**src/rtl/tour_pkg.sv**
```systemverilog
// Shared constants and types for the knight-tour command sequencer:
// command opcodes, compass headings, response bytes and FSM states.
package tour_pkg;

    localparam logic [3:0] OP_MOVE     = 4'h2;
    localparam logic [3:0] OP_MOVE_FAN = 4'h3;

    localparam logic [7:0] HDG_NORTH = 8'h00;
    localparam logic [7:0] HDG_WEST  = 8'h3F;
    localparam logic [7:0] HDG_SOUTH = 8'h7F;
    localparam logic [7:0] HDG_EAST  = 8'hBF;

    localparam logic [7:0] RESP_BUSY = 8'hA5;
    localparam logic [7:0] RESP_DONE = 8'h5A;

    localparam logic [4:0] LAST_INDX = 5'd23;

    typedef enum logic [2:0] {
        IDLE,
        VERT,
        WAIT_V,
        HORZ,
        WAIT_H
    } state_t;

    // Command word layout: opcode[15:12], heading[11:4], squares[3:0].
    function automatic logic [15:0] make_cmd(input logic [3:0] op,
                                             input logic [7:0] hdg,
                                             input logic [3:0] sq);
        return {op, hdg, sq};
    endfunction

endpackage

```
**src/rtl/knight_move_decode.sv**
```systemverilog
// Combinational decode of a one-hot knight move into its vertical leg
// (plain move) and horizontal leg (move + fanfare) command words.
module knight_move_decode
    import tour_pkg::*;
(
    input  logic [7:0]  move,
    output logic [15:0] vert_cmd,
    output logic [15:0] horz_cmd,
    output logic        one_hot
);

    // NOTE: every output gets a default before the case so no latch is inferred.
    always_comb begin
        vert_cmd = make_cmd(OP_MOVE, HDG_NORTH, 4'd0);
        horz_cmd = make_cmd(OP_MOVE_FAN, HDG_EAST, 4'd0);
        one_hot  = 1'b1;
        case (move)
            8'h01: begin
                vert_cmd = make_cmd(OP_MOVE, HDG_NORTH, 4'd2);
                horz_cmd = make_cmd(OP_MOVE_FAN, HDG_EAST, 4'd1);
            end
            8'h02: begin
                vert_cmd = make_cmd(OP_MOVE, HDG_NORTH, 4'd2);
                horz_cmd = make_cmd(OP_MOVE_FAN, HDG_WEST, 4'd1);
            end
            8'h04: begin
                vert_cmd = make_cmd(OP_MOVE, HDG_NORTH, 4'd1);
                horz_cmd = make_cmd(OP_MOVE_FAN, HDG_WEST, 4'd2);
            end
            8'h08: begin
                vert_cmd = make_cmd(OP_MOVE, HDG_SOUTH, 4'd1);
                horz_cmd = make_cmd(OP_MOVE_FAN, HDG_WEST, 4'd2);
            end
            8'h10: begin
                vert_cmd = make_cmd(OP_MOVE, HDG_SOUTH, 4'd2);
                horz_cmd = make_cmd(OP_MOVE_FAN, HDG_WEST, 4'd1);
            end
            8'h20: begin
                vert_cmd = make_cmd(OP_MOVE, HDG_SOUTH, 4'd2);
                horz_cmd = make_cmd(OP_MOVE_FAN, HDG_EAST, 4'd1);
            end
            8'h40: begin
                vert_cmd = make_cmd(OP_MOVE, HDG_SOUTH, 4'd1);
                horz_cmd = make_cmd(OP_MOVE_FAN, HDG_EAST, 4'd2);
            end
            8'h80: begin
                vert_cmd = make_cmd(OP_MOVE, HDG_NORTH, 4'd1);
                horz_cmd = make_cmd(OP_MOVE_FAN, HDG_EAST, 4'd2);
            end
            default: one_hot = 1'b0;
        endcase
    end

endmodule

```
**src/rtl/tour_cmd.sv**
```systemverilog
// Knight-tour command sequencer: muxes UART commands with the two-leg
// commands of each tour move. Optional abort on UART traffic: TOUR_CMD_ABORT_EN.
module tour_cmd
    import tour_pkg::*;
(
    input  logic        clk,
    input  logic        rst_n,
    input  logic        start_tour,
    input  logic [7:0]  move,
    output logic [4:0]  mv_indx,
    input  logic [15:0] cmd_UART,
    input  logic        cmd_rdy_UART,
    output logic [15:0] cmd,
    output logic        cmd_rdy,
    input  logic        clr_cmd_rdy,
    input  logic        send_resp,
    output logic [7:0]  resp
);

    state_t      state_q, state_d;
    logic [4:0]  mv_indx_q, mv_indx_d;
    logic [15:0] vert_cmd, horz_cmd;
    logic        one_hot;
    logic        last_move;

    knight_move_decode u_decode (
        .move     (move),
        .vert_cmd (vert_cmd),
        .horz_cmd (horz_cmd),
        .one_hot  (one_hot)
    );

    assign last_move = (mv_indx_q == LAST_INDX);
    assign mv_indx   = mv_indx_q;

    always_comb begin
        state_d   = state_q;
        mv_indx_d = mv_indx_q;
        case (state_q)
            IDLE: begin
                if (start_tour) begin
                    state_d   = VERT;
                    mv_indx_d = 5'd0;
                end
            end
            VERT: begin
                // A corrupt move from the solver ends the tour without issuing a command.
                if (!one_hot) begin
                    state_d   = IDLE;
                    mv_indx_d = 5'd0;
                end else if (clr_cmd_rdy) begin
                    state_d = WAIT_V;
                end
            end
            WAIT_V: begin
                if (send_resp) state_d = HORZ;
            end
            HORZ: begin
                if (clr_cmd_rdy) state_d = WAIT_H;
            end
            WAIT_H: begin
                if (send_resp) begin
                    if (last_move) begin
                        state_d = IDLE;
                    end else begin
                        state_d   = VERT;
                        mv_indx_d = mv_indx_q + 5'd1;
                    end
                end
            end
            default: begin
                state_d   = IDLE;
                mv_indx_d = 5'd0;
            end
        endcase
`ifdef TOUR_CMD_ABORT_EN
        // UART traffic aborts the tour; the leg already handed over stays in flight.
        if (state_q != IDLE && cmd_rdy_UART) begin
            state_d   = IDLE;
            mv_indx_d = 5'd0;
        end
`endif
    end

    // NOTE: sequential state uses non-blocking assignments so all flops update together.
    always_ff @(posedge clk or negedge rst_n) begin
        if (!rst_n) begin
            state_q   <= IDLE;
            mv_indx_q <= 5'd0;
        end else begin
            state_q   <= state_d;
            mv_indx_q <= mv_indx_d;
        end
    end

    // Outputs follow the state directly so the UART passthrough in IDLE has no latency.
    always_comb begin
        cmd     = cmd_UART;
        cmd_rdy = 1'b0;
        resp    = RESP_BUSY;
        case (state_q)
            IDLE: begin
                cmd_rdy = cmd_rdy_UART & ~start_tour;
                resp    = RESP_DONE;
            end
            VERT: begin
                cmd     = vert_cmd;
                cmd_rdy = one_hot;
            end
            WAIT_V: begin
                cmd = vert_cmd;
            end
            HORZ: begin
                cmd     = horz_cmd;
                cmd_rdy = 1'b1;
                resp    = last_move ? RESP_DONE : RESP_BUSY;
            end
            WAIT_H: begin
                cmd  = horz_cmd;
                resp = last_move ? RESP_DONE : RESP_BUSY;
            end
            default: begin
                cmd     = cmd_UART;
                cmd_rdy = 1'b0;
                resp    = RESP_DONE;
            end
        endcase
    end

endmodule

```
**config.mk**
```make
export PLATFORM = sky130hd
export DESIGN_NAME = tour_cmd
export DESIGN_NICKNAME = d
export VERILOG_FILES = /design/src/rtl/tour_pkg.sv /design/src/rtl/knight_move_decode.sv /design/src/rtl/tour_cmd.sv
export SDC_FILE = /design/constraint.sdc
export NUM_CORES = 1
export LEC_CHECK = 0
export ABC_AREA = 1
export BUFFER_PORTS_ARGS = -buffer_cell sky130_fd_sc_hd__buf_2
export CORE_ASPECT_RATIO = 0.7
export CORE_MARGIN = 3
export CORE_UTILIZATION = 40
export DETAILED_ROUTE_END_ITERATION = 6
export GPL_TIMING_DRIVEN = 0
export PLACE_DENSITY = 0.75
export SETUP_SLACK_MARGIN = 0.15
export SLEW_MARGIN = 20
export SYNTH_ARGS = -nofsm -noshare
export SYNTH_HDL_FRONTEND = slang
export SYNTH_SLANG_ARGS = --single-unit
```
**constraint.sdc**
```tcl
create_clock -name clk -period 1.7 [get_ports clk]
set_clock_uncertainty 0.15 [all_clocks]
set_input_delay 0.085 -clock clk [delete_from_list [all_inputs] [get_ports clk]]
set_output_delay 0.085 -clock clk [all_outputs]
set_load 0.03 [all_outputs]
```
==> results.toml, run 1 <==
[global_route]
busiest_layer = "met2"
total_grt_overflow = 0
grt_pass1_wl_mm = 5.409
grt_max_degree = 11
grt_use_met1_pct = 26.17
antenna_found_initial = 0
met2_usage_pct = 44.06
grtUsageTotal_pct = 22.68
globalRouteMet3Util_pct = 3.756
first_global_vias = 1288

[clock_tree]
clkLatencyLatePin_ns = 0.26
cts_inserted_buffers = 3
h_tree_level_count = 1
clk_pin_slew_ns = 0.06
clock_tree.buffer_depth = 2
cts_tree = "built"
cell_chosen_for_the_clock_root = "sky130_fd_sc_hd__clkbuf_4"
clock-sinks = 8

[layout]
layout-drive-gt1-share_pct = 57.14
areaGrowthSynthToFinish_pct = 77.05
fill_cells = 155
seq_area_sq_um = 206.4
final_design_area_no_fill_sq_um = 1757
antenna-diode-count = 0
multi_input_comb_area_sq_um = 744.5
nNetsFinal = 278
instances_no_fill = 277

[timing]
final_max_slew_viol_count = 0
timing.max_slew.rel_slack_pct = 73.80
final.setup.tns_ns = -6.791
period_minus_slack_ns = 2.011
fin_ws_ns = -0.3111
layout_worst_path_cycle_share_pct = 118.3
report.final.setup_viol = 30
maximum_operating_frequency_mhz = 497.2
tightest_slew_ns = 0.3897
hold_viol = 0
unrepaired_setup_endpoints_after_global_routing = "yes"

[logic_synthesis]
synth.distinct_cells = 29
synth_fp_nets = 197
portion_of_the_post_synthesis_area_used_by_sequential_elements_pct = 20.18
synthCells = 166
per_instance_average_area_after_synthesis_sq_um = 5.977
syn-cell-area_sq_um = 992.2
synth-warning-count = 0
yosys_register_bits = 8

[floorplan]
dieArea_sq_um = 3124
rows = 14
die_width_um = 65.53
core-area_sq_um = 2242
chipHeight_um = 47.67
initial_core_util_pct = 44.25
floorplan.io_pins = 60

[critical_path]
worstPathArrival_ns = 1.78
worst_r2r_path_depth = 11
slack_of_the_worst_reg_to_reg_path_ns = -0.26
r2r_end = "mv_indx[1]"
worst-path-max-fanout = 10
setup.worst_path.class = "register to output port"
cp.required_ns = 1.46
worstSetupEndpointType = "output port"
start_kind = "register"
critical_path.reg2reg.startpoint = "state_q[1]"

[hold_path]
min-delay-path-class = "input pin to asynchronous set/reset pin"

[route]
route.detailed.vias_per_inst = 5.148
detailroute.via_count = 1426
final_antenna_net_count = 0
average_routed_wire_per_standard_cell_um = 13.94
detail_route.iter0.violations = 98
firstDrtPassIters = 4
detail_route.wirelength_mm = 3.861
drc = 0

[power]
cellLeakagePower_nw = 0.9931
worst_ir_drop_vdd_uv = 1800
p_clk_share_pct = 5.0
power_report.internal_total_mw = 1.393
power.switching_fraction_pct = 53.02
power.density_cell_area_nw_per_um2 = 1689
power_frac_seq_pct = 8.8
combPwrFrac_pct = 86.2
power.switching_mw = 1.573
power.total_mw = 2.966

[outcome]
result_of_the_run = "finished, violations left"
violations = "negative setup slack"

[job]
cap_viol_max_count = 0

[place]
placed_cells_incl_taps = 257
port_buffers = 59
placed_cell_area_sq_um = 1409
place_congestion = 0.8362
dpl_worst_slack_ns = -0.1089
dpl.hpwl_mm = 2.376
==> through the flow <==
stage | hold slack, ns | util, %
detailed placement | -0.2152 | 62.83
finish | 0.03210 | 78.35
global placement | -0.2176 | 62.83
global route | 0.03693 | 78.35
floorplan | -0.3606 | -
CTS | 0.04749 | 76.45
==> synthesized netlist by cell type <==
cell type | n | share of area (%)
sky130_fd_sc_hd__nand3_2 | 1 | 1.0
sky130_fd_sc_hd__buf_4 | 6 | 4.5
sky130_fd_sc_hd__or2_4 | 1 | 0.88
sky130_fd_sc_hd__buf_6 | 1 | 1.1
sky130_fd_sc_hd__a21oi_2 | 1 | 0.88
sky130_fd_sc_hd__inv_1 | 17 | 6.4
sky130_fd_sc_hd__nor2_4 | 2 | 2.3
sky130_fd_sc_hd__nor3_1 | 2 | 1.0
sky130_fd_sc_hd__o31ai_1 | 1 | 0.76
sky130_fd_sc_hd__nand2_4 | 2 | 2.3
sky130_fd_sc_hd__a21oi_1 | 2 | 1.0
sky130_fd_sc_hd__nor2_1 | 21 | 7.9
sky130_fd_sc_hd__nand3_1 | 16 | 8.1
sky130_fd_sc_hd__nor3_2 | 2 | 2.0
sky130_fd_sc_hd__ha_1 | 1 | 1.3
sky130_fd_sc_hd__o311ai_1 | 1 | 0.88
sky130_fd_sc_hd__nand2_2 | 6 | 3.8
sky130_fd_sc_hd__o21ai_2 | 1 | 0.88
sky130_fd_sc_hd__o21ai_1 | 6 | 3.0
sky130_fd_sc_hd__nor2_2 | 3 | 1.9
sky130_fd_sc_hd__inv_2 | 9 | 3.4
sky130_fd_sc_hd__o22ai_1 | 2 | 1.3
sky130_fd_sc_hd__xnor2_1 | 2 | 1.8
sky130_fd_sc_hd__a22o_1 | 1 | 0.88
sky130_fd_sc_hd__dfrtp_1 | 8 | 20
sky130_fd_sc_hd__nand4_1 | 2 | 1.3
sky130_fd_sc_hd__or2_1 | 1 | 0.63
sky130_fd_sc_hd__nand2_1 | 47 | 18
sky130_fd_sc_hd__xor2_1 | 1 | 0.88
==> cell type report <==
type                       instances  area share (%)
tap                               32           2.279
sequential                         8           11.75
multi-input combinational        125           42.38
inverter                          26           5.983
timing repair buffer              76           32.48
buffer                             7           3.846
clock buffer                       3           1.282
==> cells in the final DEF, fill, tap and decap left out, types with 3 or more instances in the layout <==
master / synthesis / routed
sky130_fd_sc_hd__buf_2: 0 / 36
sky130_fd_sc_hd__buf_4: 6 / 18
sky130_fd_sc_hd__buf_6: 1 / 26
sky130_fd_sc_hd__clkbuf_4: 0 / 3
sky130_fd_sc_hd__dfrtp_1: 8 / 3
sky130_fd_sc_hd__dfrtp_2: 0 / 5
sky130_fd_sc_hd__dlygate4sd3_1: 0 / 3
sky130_fd_sc_hd__inv_1: 17 / 14
sky130_fd_sc_hd__inv_2: 9 / 9
sky130_fd_sc_hd__inv_4: 0 / 3
sky130_fd_sc_hd__nand2_1: 47 / 43
sky130_fd_sc_hd__nand2_2: 6 / 10
sky130_fd_sc_hd__nand3_1: 16 / 7
sky130_fd_sc_hd__nand3_2: 1 / 10
sky130_fd_sc_hd__nor2_1: 21 / 16
sky130_fd_sc_hd__nor2_2: 3 / 8
sky130_fd_sc_hd__o21ai_1: 6 / 5
==> cell families (layout without fill, tap and decap cells) <==
logic type	Yosys count	after routing	share of synthesized area, %
AO/OA/AOI/OAI	15	15	9.585
buffers and inverters	33	112	15.51
AND/OR/NAND/NOR	106	106	50.82
flip-flops	8	8	20.18
XOR/XNOR	3	3	2.649
adder cells (fa/ha/maj)	1	1	1.261
==> critical path: stages (launching register included) <==
cell	delay [ns]
sky130_fd_sc_hd__dfrtp_2	0.47
sky130_fd_sc_hd__nor3_4	0.26
sky130_fd_sc_hd__inv_2	0.09
sky130_fd_sc_hd__nand2_4	0.11
sky130_fd_sc_hd__nor2_4	0.07
sky130_fd_sc_hd__buf_6	0.15
sky130_fd_sc_hd__nand2_2	0.08
sky130_fd_sc_hd__nand3_2	0.11
sky130_fd_sc_hd__buf_6	0.17
==> registers in the layout (all words and copies together), names as in the netlist <==
name	count
mv_indx	5
state_q	3
==> metal layers <==
layer / vias up / share of wire [%]
li1: 679 / -
met5: - / 0
met3: 24 / 5.8
met1: 655 / 38
met4: 0 / 3.5
met2: 68 / 53
==> power groups by stage <==
stage | Combinational [mW] | Sequential (mW) | Clock, mW
final | 2.56 | 0.260 | 0.150
after global routing | 2.68 | 0.262 | 0.169
after CTS | 2.43 | 0.243 | 0.153
after detailed placement | 1.89 | 0.241 | 0
after global placement | 1.86 | 0.240 | 0
after floorplan | 1.47 | 0.238 | 0
==> what timing repair did <==
| action | 4_1_cts | 5_1_grt |
|---|---|---|
| resized for setup | 53 | 9 |
| hold buffers | 3 | 0 |
| setup endpoints to repair | 30 | 33 |
| pin swaps | 5 | 5 |
| hold endpoints to repair | 9 | 0 |
| buffers inserted | 12 | 2 |
==> worst max-delay path by stage <==
| stage | start | to | slack, ns |
|---|---|---|---|
| finish | state_q[2] | cmd[5] | -0.31 |
| global route | state_q[2] | cmd[5] | -0.38 |
| CTS | state_q[1] | resp[4] | -0.25 |
| detailed placement | state_q[2] | resp[4] | -0.11 |
| global placement | state_q[2] | resp[4] | -0.06 |
| floorplan | mv_indx[1] | resp[3] | -0.07 |
Power figures use the tool's default switching activity.
==> run 2: changes to the inputs <==
Settings changed: CTS_CLUSTER_SIZE set to 30.
Clock period 1.7 ns to 2.1 ns, I/O delays scaled along.
==> results.toml, run 2 (same netlist as run 1, synthesis figures left out) <==
[clock_tree]
h_tree_level_count = 1
clkLatencyLatePin_ns = 0.28
cell_chosen_for_the_clock_root = "sky130_fd_sc_hd__clkbuf_4"
clock_tree.buffer_depth = 2
cts_tree = "built"
clock-sinks = 8
cts_inserted_buffers = 3
clk_pin_slew_ns = 0.07

[global_route]
grt_max_degree = 11
total_grt_overflow = 0
first_global_vias = 957
antenna_found_initial = 0
grt_pass1_wl_mm = 4.153
grtUsageTotal_pct = 17.65

[critical_path]
cp.required_ns = 1.85
worstPathArrival_ns = 1.70
start_kind = "register"
critical_path.reg2reg.startpoint = "mv_indx[1]"
setup.worst_path.class = "register to output port"
worstSetupEndpointType = "output port"
worst-path-max-fanout = 10
slack_of_the_worst_reg_to_reg_path_ns = 0.41
r2r_end = "mv_indx[1]"
worst_r2r_path_depth = 10

[power]
power.switching_fraction_pct = 54.55
power_report.internal_total_uw = 946.8
cellLeakagePower_nw = 0.9218
power.switching_mw = 1.136
combPwrFrac_pct = 83.8
power_frac_seq_pct = 9.5
power.density_cell_area_nw_per_um2 = 1316
worst_ir_drop_vdd_uv = 444.7
p_clk_share_pct = 6.7

[route]
detail_route.wirelength_mm = 2.902
detailroute.via_count = 1261
detail_route.iter0.violations = 25
route.detailed.vias_per_inst = 4.636
drc = 0
firstDrtPassIters = 4
final_antenna_net_count = 0
average_routed_wire_per_standard_cell_um = 10.67

[layout]
areaGrowthSynthToFinish_pct = 59.52
layout-drive-gt1-share_pct = 48.75
final_common_cell = "sky130_fd_sc_hd__nand2_1"
final_design_area_no_fill_sq_um = 1583
antenna-diode-count = 0
instances_no_fill = 272
largest_register_ffs = 5
nNetsFinal = 272
fill_cells = 200
final_cell_mix = "45 x sky130_fd_sc_hd__nand2_1, 41 x sky130_fd_sc_hd__buf_2, 20 x sky130_fd_sc_hd__nor2_1, 17 x sky130_fd_sc_hd__buf_4, 14 x sky130_fd_sc_hd__inv_1"

[timing]
timing.max_slew.rel_slack_pct = 64.57
period_minus_slack_ns = 1.957
timing.hold.ws_ns = 0.04958
tightest_slew_ns = 0.5279
final_max_slew_viol_count = 0
layout_worst_path_cycle_share_pct = 93.19
hold_viol = 0
final.setup.tns_ns = 0
maximum_operating_frequency_mhz = 511.0
report.final.setup_viol = 0
unrepaired_setup_endpoints_after_global_routing = "yes"

[floorplan]
chipHeight_um = 47.67
core-area_sq_um = 2242
floorplan.io_pins = 60
rows = 14
dieArea_sq_um = 3124
die_width_um = 65.53
initial_core_util_pct = 44.25

[job]
cap_viol_max_count = 0

[place]
placed_cell_area_sq_um = 1336
port_buffers = 59
place_congestion = 0.7855
dpl.hpwl_mm = 2.128
placed_cells_incl_taps = 257

[outcome]
result_of_the_run = "finished, final reports clean"

[hold_path]
min-delay-path-class = "input pin to asynchronous set/reset pin"
-- run 2: cell count changes in the layout (fill, tap and decap cells not counted), moves of 3 or more --
| cell | delta |
|---|---|
| sky130_fd_sc_hd__inv_2 | +3 |
| sky130_fd_sc_hd__buf_2 | +5 |
| sky130_fd_sc_hd__buf_6 | -17 |
| sky130_fd_sc_hd__clkbuf_4 | +6 |
| sky130_fd_sc_hd__nand2_2 | -3 |
| sky130_fd_sc_hd__inv_4 | -3 |
| sky130_fd_sc_hd__nor2_1 | +4 |
| sky130_fd_sc_hd__nor2_2 | -4 |
| sky130_fd_sc_hd__nand3_1 | +6 |
| sky130_fd_sc_hd__nand3_2 | -6 |
-- run 2: routing by layer --
metal | vias up | track usage, % | part of all wire [%]
li1 | 665 | - | -
met1 | 554 | 24.26 | 45
met2 | 38 | 28.37 | 47
met3 | 4 | 5.399 | 7.2
met4 | 0 | 2.479 | 0.86
met5 | - | 0 | 0
-- run 2: repair_timing --
action	in CTS	in global routing
setup buffers	6	2
hold endpoints to repair	9	0
pin swaps	4	3
setup endpoints to repair	19	21
hold buffers	3	0
gates resized for setup	19	25
-- run 2: worst max-delay path by stage --
stage,start,endpoint,depth (start not counted)
after CTS,state_q[0],resp[3],9
final,state_q[2],cmd[5],7
after global routing,state_q[0],resp[4],9
after detailed placement,state_q[2],resp[3],8
after floorplan,mv_indx[1],resp[3],8
after global placement,state_q[2],resp[6],8
-- run 2: power groups by stage --
stage / clock [mW] / combinational, mW / sequential (mW)
after floorplan: 0 / 1.10 / 0.193
final: 0.139 / 1.75 / 0.198
after global routing: 0.147 / 1.86 / 0.201
after CTS: 0.139 / 1.59 / 0.197
after global placement: 0 / 1.43 / 0.195
after detailed placement: 0 / 1.44 / 0.195
-- run 2: worst max-delay path, stage by stage, from the launching register on --
cell                       delay [ns]
sky130_fd_sc_hd__dfrtp_2         0.47
sky130_fd_sc_hd__nand2_2         0.18
sky130_fd_sc_hd__nand2_4         0.09
sky130_fd_sc_hd__nor2_4          0.16
sky130_fd_sc_hd__buf_6           0.17
sky130_fd_sc_hd__nand2_1         0.07
sky130_fd_sc_hd__nand3_1         0.10
sky130_fd_sc_hd__clkbuf_4        0.20
-- run 2: metrics by stage --
stage / setup slack [ns] / utilization, % / total power [mW]
floorplan: 0.1520 / - / 1.295
global placement: 0.2987 / 59.60 / 1.624
detailed placement: 0.2921 / 59.60 / 1.630
CTS: 0.1381 / 67.13 / 1.929
global route: 0.05246 / 70.59 / 2.208
finish: 0.1430 / 70.59 / 2.083
-- run 2: area by class of cell --
class | instances | area [sq um] | share of cell area, %
inverters | 26 | 97.59 | 6.166
plain buffers | 7 | 56.30 | 3.557
flip-flops and latches | 8 | 203.9 | 12.89
clock buffers | 4 | 26.28 | 1.660
well taps | 32 | 40.04 | 2.530
repair buffers | 70 | 473.0 | 29.88
multi-input cells | 125 | 685.7 | 43.32
==> run 3: changes to the inputs <==
==> constraint.sdc (replaced) <==
create_clock -name clk -period 2.1 [get_ports clk]
set_clock_uncertainty 0.15 [all_clocks]
set_input_delay 0.42 -clock clk [delete_from_list [all_inputs] [get_ports clk]]
set_output_delay 0.42 -clock clk [all_outputs]
set_load 0.03 [all_outputs]
==> results.toml, run 3 (same netlist as run 1, synthesis figures left out) <==
[clock_tree]
cell_chosen_for_the_clock_root = "sky130_fd_sc_hd__clkbuf_4"
clock-sinks = 8
clkLatencyLatePin_ns = 0.27
h_tree_level_count = 1
clock_tree.buffer_depth = 2
clk_pin_slew_ns = 0.05
cts_tree = "built"
cts_inserted_buffers = 3

[layout]
nNetsFinal = 276
largest_register_ffs = 5
layout-drive-gt1-share_pct = 52.87
areaGrowthSynthToFinish_pct = 69.74
final_design_area_no_fill_sq_um = 1684
final_common_cell = "sky130_fd_sc_hd__nand2_1"
utilization_pct = 75.11
final_cell_mix = "44 x sky130_fd_sc_hd__nand2_1, 37 x sky130_fd_sc_hd__buf_2, 25 x sky130_fd_sc_hd__buf_4, 20 x sky130_fd_sc_hd__nor2_1, 17 x sky130_fd_sc_hd__buf_6"
antenna-diode-count = 0

[floorplan]
core-area_sq_um = 2242
initial_core_util_pct = 44.25
dieArea_sq_um = 3124
floorplan.io_pins = 60
chipHeight_um = 47.67
rows = 14
die_width_um = 65.53

[global_route]
total_grt_overflow = 0
grtUsageTotal_pct = 18.43
antenna_found_initial = 0
grt_max_degree = 11
grt_pass1_wl_mm = 4.402
first_global_vias = 1019

[power]
cellLeakagePower_nw = 0.9699
worst_ir_drop_vdd_uv = 637.0
power.density_cell_area_nw_per_um2 = 1336

[critical_path]
worstSetupEndpointType = "output port"
worst_r2r_path_depth = 10
worst-path-max-fanout = 6
setup.worst_path.class = "register to output port"
worstPathArrival_ns = 1.71
critical_path.reg2reg.startpoint = "mv_indx[0]"
slack_of_the_worst_reg_to_reg_path_ns = 0.41
cp.required_ns = 1.53
r2r_end = "mv_indx[0]"
start_kind = "register"

[hold_path]
holdCritStartpoint = "clr_cmd_rdy"
hold_depth = 3
min-delay-path-class = "input pin to register"
worst_hold_path.endpoint = "state_q[2]"

[place]
place_congestion = 0.8147
dpl.hpwl_mm = 2.253
placed_cell_area_sq_um = 1373
port_buffers = 59

[timing]
fin_ws_ns = -0.1807
maximum_operating_frequency_mhz = 438.5
timing.max_slew.rel_slack_pct = 79.03
unrepaired_setup_endpoints_after_global_routing = "yes"
final.setup.tns_ns = -3.238
layout_worst_path_cycle_share_pct = 108.6
final_max_slew_viol_count = 0
report.final.setup_viol = 25
hold_viol = 0
tightest_slew_ns = 0.3118
period_minus_slack_ns = 2.281

[outcome]
result_of_the_run = "finished, violations left"
violations = "negative setup slack"

[route]
drc = 0
average_routed_wire_per_standard_cell_um = 11.35
detail_route.iter0.violations = 34
detail_route.wirelength_mm = 3.132
firstDrtPassIters = 4
route.detailed.vias_per_inst = 4.783
detailroute.via_count = 1320
final_antenna_net_count = 0

[job]
cap_viol_max_count = 0
==> run 3: cell types whose count changed in the layout (fill, tap and decap cells not counted), sizes merged <==
| cell | before | now |
|---|---|---|
| clkbuf | 10 | 4 |
| buf | 68 | 80 |
| dlygate4sd3 | 3 | 1 |
==> run 3: layer usage <==
| metal | vias up | GRT usage [%] | routed length, um | part of all wire [%] |
|---|---|---|---|---|
| met5 | - | 0 | 0 | 0 |
| met3 | 2 | 4.695 | 270 | 8.6 |
| li1 | 676 | - | - | - |
| met2 | 52 | 31.79 | 1481 | 47 |
| met4 | 0 | 3.719 | 12 | 0.38 |
| met1 | 590 | 24.01 | 1367 | 44 |
==> run 3: cell type report <==
type / count / area [sq um]
Inverter: 26 / 102.6
Fill cell: 167 / 558.0
Multi-Input combinational cell: 125 / 714.4
Tap cell: 32 / 40.04
Clock buffer: 4 / 26.28
Buffer: 7 / 67.56
Timing Repair Buffer: 74 / 526.8
Sequential cell: 8 / 206.4
==> run 3: worst max-delay path: stages (launching register included) <==
cell and delay [ns]:
sky130_fd_sc_hd__dfrtp_2 0.48, sky130_fd_sc_hd__nor3_4 0.23, sky130_fd_sc_hd__inv_2 0.08, sky130_fd_sc_hd__nand2_4 0.09, sky130_fd_sc_hd__nor2_4 0.06, sky130_fd_sc_hd__a21oi_4 0.19, sky130_fd_sc_hd__inv_4 0.07, sky130_fd_sc_hd__buf_6 0.11
sky130_fd_sc_hd__buf_6 0.12
==> run 3: worst max path at each step <==
stage / startpoint / end / slack, ns
floorplan: mv_indx[1] / resp[3] / -0.003
global route: state_q[1] / resp[3] / -0.27
global placement: move[6] / cmd[6] / -0.04
CTS: state_q[1] / resp[4] / -0.17
detailed placement: move[7] / cmd[6] / -0.05
finish: state_q[2] / resp[6] / -0.18
==> run 3: where the power goes <==
part	leakage (nW)	internal, mW	switching (mW)
combinational	0.854	0.818	1.09
clock	0.0150	0.0732	0.0609
sequential	0.101	0.173	0.0395
==> run 3: repair_timing <==
item | CTS | global route
gates resized for setup | 39 | 12
hold buffers | 1 | 0
buffers inserted | 8 | 6
gates cloned | 0 | 0
setup endpoints to repair | 25 | 25
pin swaps | 5 | 5
endpoints found under the hold margin | 8 | 0
==> run 3: metrics by stage <==
step	setup WS (ns)	power (mW)	instances	hold slack [ns]
3_5_place_dp	-0.05321	1.680	257	0.1243
3_3_place_gp	-0.04047	1.678	257	0.1213
5_1_grt	-0.2656	2.382	276	0.3023
2_1_floorplan	-0.003265	1.347	166	-0.02559
6_report	-0.1807	2.250	276	0.2757
4_1_cts	-0.1704	2.147	270	0.2812
